<file path="config.mk">
export PLATFORM = sky130hd
export DESIGN_NAME = vend_150
export DESIGN_NICKNAME = d
export VERILOG_FILES = /design/src/rtl/vend150_pkg.sv /design/src/rtl/vend150_coin_in.sv /design/src/rtl/vend_150.sv
export SDC_FILE = /design/constraint.sdc
export NUM_CORES = 1
export LEC_CHECK = 0
export ABC_AREA = 1
export BUFFER_PORTS_ARGS = -buffer_cell sky130_fd_sc_hd__buf_4
export CAP_MARGIN = 10
export CORE_AREA = 8 8 45 47
export CTS_CLUSTER_SIZE = 20
export DETAILED_ROUTE_END_ITERATION = 8
export DIE_AREA = 0 0 53 55
export PLACE_DENSITY = 0.56
export SLEW_MARGIN = 20
export SYNTH_ARGS = -nofsm -noshare
export SYNTH_HDL_FRONTEND = slang
export SYNTH_SLANG_ARGS = --single-unit
</file>
<file path="constraint.sdc">
create_clock -name ck -period 1.8 [get_ports ck]
set_clock_uncertainty 0.1 [all_clocks]
set_input_delay 0.45 -clock ck [delete_from_list [all_inputs] [get_ports ck]]
set_output_delay 0.45 -clock ck [all_outputs]
set_load 0.02 [all_outputs]
</file>
<file path="src/rtl/vend150_pkg.sv">
// ---------------------------------------------------------------------------
// vend150_pkg
// Shared types and constants for the 150-yen vending controller.
//   state_e   : credit held between purchases (S0 = 0, S50 = 50, S100 = 100 yen)
//   PRICE     : item price in yen
//   COIN0     : value of the c0 coin in yen
//   COIN1     : value of the c1 coin in yen
//   credit_of : yen value represented by a credit state
//   state_of  : credit state representing a yen amount below PRICE
// ---------------------------------------------------------------------------
package vend150_pkg;

    typedef enum logic [1:0] {
        S0   = 2'd0,
        S50  = 2'd1,
        S100 = 2'd2
    } state_e;

    localparam int unsigned PRICE = 150;
    localparam int unsigned COIN0 = 50;
    localparam int unsigned COIN1 = 100;

    function automatic int unsigned credit_of(state_e s);
        case (s)
            S50:     return COIN0;
            S100:    return COIN1;
            default: return 0;
        endcase
    endfunction

    // Only amounts below PRICE are ever stored, so 0/50/100 covers every case.
    function automatic state_e state_of(int unsigned yen);
        if (yen >= COIN1) begin
            return S100;
        end else if (yen >= COIN0) begin
            return S50;
        end else begin
            return S0;
        end
    endfunction

endpackage

</file>
<file path="src/rtl/vend150_coin_in.sv">
// ---------------------------------------------------------------------------
// vend150_coin_in
// Conditions one coin input and produces a single-cycle strobe for every
// 0->1 transition seen at the sampling clock edge. A level held high counts
// once. Reset clears the history, so an input already high when reset
// releases is reported as a fresh coin.
// Build option: define VEND150_SYNC_EN to pass the input through a two-flop
// synchronizer first (two extra cycles of latency).
//   clk  : rising-edge clock
//   rst  : asynchronous active-high reset
//   coin : raw coin input
//   rise : combinational strobe, high in the cycle a new coin is sampled
// ---------------------------------------------------------------------------
module vend150_coin_in (
    input  logic clk,
    input  logic rst,
    input  logic coin,
    output logic rise
);

    logic sampled;
    logic prev_q;
    logic prev_d;

`ifdef VEND150_SYNC_EN
    logic sync1_q;
    logic sync1_d;
    logic sync2_q;
    logic sync2_d;

    // Next values of the synchronizer chain: the raw input shifts in.
    always_comb begin
        sync1_d = coin;
        sync2_d = sync1_q;
    end

    // Synchronizer flops, cleared by reset so a held input looks new afterwards.
    always_ff @(posedge clk or posedge rst) begin
        if (rst) begin
            sync1_q <= 1'b0;
            sync2_q <= 1'b0;
        end else begin
            sync1_q <= sync1_d;
            sync2_q <= sync2_d;
        end
    end

    assign sampled = sync2_q;
`else
    assign sampled = coin;
`endif

    // History of the value seen at the previous edge.
    always_comb begin
        prev_d = sampled;
    end

    // Edge-detect history register.
    always_ff @(posedge clk or posedge rst) begin
        if (rst) begin
            prev_q <= 1'b0;
        end else begin
            prev_q <= prev_d;
        end
    end

    assign rise = sampled & ~prev_q;

endmodule

</file>
<file path="src/rtl/vend_150.sv">
// ---------------------------------------------------------------------------
// vend_150
// 150-yen vending controller accepting 50-yen (c0) and 100-yen (c1) coins.
// Credit is held as S0/S50/S100; reaching 150 dispenses, 200 also returns
// 50 yen change. Outputs are registered one-cycle pulses.
// Build option: VEND150_SYNC_EN adds a two-flop synchronizer on each coin.
//   ck  : rising-edge clock
//   res : asynchronous active-high reset
//   c0  : 50-yen coin inserted
//   c1  : 100-yen coin inserted
//   y0  : dispense item pulse
//   y1  : return 50-yen change pulse
// ---------------------------------------------------------------------------
module vend_150
    import vend150_pkg::*;
(
    input  logic ck,
    input  logic res,
    input  logic c0,
    input  logic c1,
    output logic y0,
    output logic y1
);

    logic        c0_rise;
    logic        c1_rise;
    state_e      state_q;
    state_e      state_d;
    logic        y0_q;
    logic        y0_d;
    logic        y1_q;
    logic        y1_d;
    int unsigned total_yen;

    vend150_coin_in u_coin0 (
        .clk  (ck),
        .rst  (res),
        .coin (c0),
        .rise (c0_rise)
    );

    vend150_coin_in u_coin1 (
        .clk  (ck),
        .rst  (res),
        .coin (c1),
        .rise (c1_rise)
    );

    // Add the coin seen this cycle to the stored credit. When both coins
    // arrive together the 100-yen coin wins and the 50 is dropped. Reaching
    // the price clears credit; any excess (at most 50) is returned as change.
    always_comb begin
        total_yen = credit_of(state_q);
        if (c1_rise) begin
            total_yen = total_yen + COIN1;
        end else if (c0_rise) begin
            total_yen = total_yen + COIN0;
        end

        state_d = state_of(total_yen);
        y0_d    = 1'b0;
        y1_d    = 1'b0;
        if (total_yen >= PRICE) begin
            state_d = S0;
            y0_d    = 1'b1;
            y1_d    = (total_yen > PRICE);
        end
    end

    // Credit state and registered output pulses.
    always_ff @(posedge ck or posedge res) begin
        if (res) begin
            state_q <= S0;
            y0_q    <= 1'b0;
            y1_q    <= 1'b0;
        end else begin
            state_q <= state_d;
            y0_q    <= y0_d;
            y1_q    <= y1_d;
        end
    end

    assign y0 = y0_q;
    assign y1 = y1_q;

endmodule

</file>
==> flow_summary_export.csv <==
group,metric,value,unit
outcome,status,"finished, final reports clean",
layout,antennaDiodeCount,0,
layout,stdcell_area,499,sq um
route,remaining_drc_errors,0,
clock_tree,postCtsSetupRepairBufs,0,
placed_design,placedCellCount,83,
layout,utilization,0.361,
timing,timing.hold.ws,18.5,ps
placed_design,hpwl,650,um
clock_tree,cts_resized,0,
timing,slew_headroom,0.855,
floorplan,die_y,55,um
floorplan,num_rows,14,
floorplan,core-area,0.00138,sq mm
grt,grt_overflow_total,0,
placed_design,gp_congestion,0.737,
grt,grt_pass1_wl,1.28,mm
timing,hold_viol,0,
grt,antenna_found_initial,0,
route,dr.pass1.iters,3,
logic_synthesis,synth_cell_type_count,12,
clock_tree,cts-root-buf,"clkbuf_4",
clock_tree,clk_pin_slew_worst_paths,40,ps
floorplan,design.portCount,6,
clock_tree,worstSkewPairLatency,240,ps
route,antenna_left,0,
timing,rsz0062_at_grt,"false",
route,vias_per_cell,4.42,
floorplan,start_util,0.303,
clock_tree,cts_made_buffers,3,
layout,drive_gt1_frac,0.157,
timing,clock.fmax,638,MHz
logic_synthesis,synthFlopType,"dfrtp_1",
grt,grt_start_max_net_pins,7,
logic_synthesis,yosysWarnings,0,
placed_design,dpl_worst_slack,234,ps
timing,fin_crit_sh,0.871,
logic_synthesis,ys_async_sr_fraction,1.00,
logic_synthesis,syn_nets,70,
logic_synthesis,yosys.area.top_type,"dfrtp_1",
logic_synthesis,ys_seq_area_frac,0.358,
critical_path,start_kind,"flip-flop",
clock_tree,cts_tree,"done",
power_and_ir_drop,ir_drop,600,uV
layout,syn_to_final_growth,19.1,%
logic_synthesis,syn_area,419,sq um
logic_synthesis,synth_seq_cells,6,
floorplan,die_area,0.00292,sq mm
critical_path,critPathCaptureType,"flip-flop",
timing,final_max_slew_viol_count,0,
timing,fin_crit,1570,ps
route,routed-via-count,380,
logic_synthesis,synth_common_cells,"nand2_1, inv_1, nand3_1",
critical_path,r2r_end,"state_q[1]$_DFF_PP0_",
route,detail_route.wl_per_cell,9.13,um
power_and_ir_drop,pwr_density_cell,1290,mW/mm^2
logic_synthesis,synth_edf_count,0,
placed_design,io_buffers,5,
placed_design,dpl_cell_area,477,sq um
logic_synthesis,yosysMostFrequentCell,"nand2_1",
flow_run,cap_viol_max_count,0,
power_and_ir_drop,p_leak,0.301,nW
clock_tree,ctsLongestPathBuffers,2,
grt,grt_pass1_vias,336,
layout,fillers,154,
logic_synthesis,synthCells,62,
timing,setup_tns,0,ps
clock_tree,clock_sinks,6,
route,finalWirelength,785,um
logic_synthesis,syn_area_per_cell,6.76,sq um
critical_path,r2r_cells,10,
timing,fin_ws,233,ps
logic_synthesis,yosysTopAreaCellShare,0.358,
critical_path,arrival,1600,ps
critical_path,required,1830,ps
critical_path,crit_type,"reg2reg",
power_and_ir_drop,p_total,0.643,mW
worst_hold_path,hp-class,"in2async",
clock_tree,postCtsHoldBufs,0,
floorplan,die_x,53,um
critical_path,crit_fanout,4,
logic_synthesis,synth_top_cells_by_area,"dfrtp_1, nand2_1, ha_1",
timing,setup_viol,0,
layout,fin_cells,86,
critical_path,reg2reg_from,"state_q[0]$_DFF_PP0_",
clock_tree,htreeDepth,1,
route,drt_iter0_drc,4,
grt,track_usage,0.0610,
timing,worstMarginPinSlew,215,ps
layout,nets,80,
critical_path,r2r_slack,230,ps
[how the worst max path moves through the flow]
stage	endpoint	depth (start not counted)	start	slack (ps)
after floorplan	state_q[1]$_DFF_PP0_	10	state_q[0]$_DFF_PP0_	390
after CTS	state_q[1]$_DFF_PP0_	10	state_q[0]$_DFF_PP0_	230
after global routing	state_q[1]$_DFF_PP0_	10	state_q[0]$_DFF_PP0_	70
final	state_q[1]$_DFF_PP0_	10	state_q[0]$_DFF_PP0_	230
after global placement	state_q[1]$_DFF_PP0_	9	c1	230
after detailed placement	state_q[1]$_DFF_PP0_	9	c1	230
[cell type report]
class                      instances  area, sq um  area share
timing repair buffer               5         37.5      0.0752
clock buffer                       3         22.5      0.0451
tap                               16         20.0      0.0401
inverter                          14         52.6       0.105
multi-input combinational         42          216       0.434
sequential                         6          150       0.301
[cells in the final DEF, fill, tap and decap left out]
master / instances
nor2_1: 5
nand3_1: 8
dfrtp_1: 6
inv_1: 12
nand4_1: 1
buf_4: 5
inv_2: 2
o21ai_1: 1
o21a_1: 1
nor2_2: 1
nand3b_1: 1
ha_1: 4
clkbuf_4: 3
nand2_1: 20
[routing by layer]
metal / vias to the layer above / share of wire / global-route usage
li1: 203 / - / -
met1: 166 / 0.49 / 0.0664
met2: 9 / 0.43 / 0.0898
met3: 2 / 0.059 / 0.0267
met4: 0 / 0.013 / 0.0517
met5: - / 0 / 0
[flip-flops by register name, indices dropped and copies added (netlist names)]
signal and count:
state_q 2, u_coin0.prev_q 1, u_coin1.prev_q 1, y0 1, y1 1
[kinds of logic (layout without fill, tap and decap cells)]
logic type,Yosys count,after routing,synth area share
and+or+nand+nor,36,36,0.367
buffers and inverters,14,22,0.125
DFF,6,6,0.358
adders and majority gates,4,4,0.119
AOI/OAI and AO/OA,2,2,0.0298
[power breakdown]
| group | leakage, nW | switching, mW | internal (mW) |
|---|---|---|---|
| Sequential | 0.0756 | 0.0209 | 0.172 |
| Combinational | 0.211 | 0.207 | 0.125 |
| Clock | 0.0138 | 0.0439 | 0.0751 |
| Total | 0.301 | 0.271 | 0.372 |
[worst max-delay path, stage by stage (launching register included)]
cell,delay [ps]
dfrtp_1,360
inv_1,70
ha_1,310
inv_1,80
nand2_1,50
nand3_1,60
nand2_1,100
nand3_1,100
nand2_1,90
nand2_1,90
inv_1,40
No activity file was read; power rests on OpenSTA's default activity.
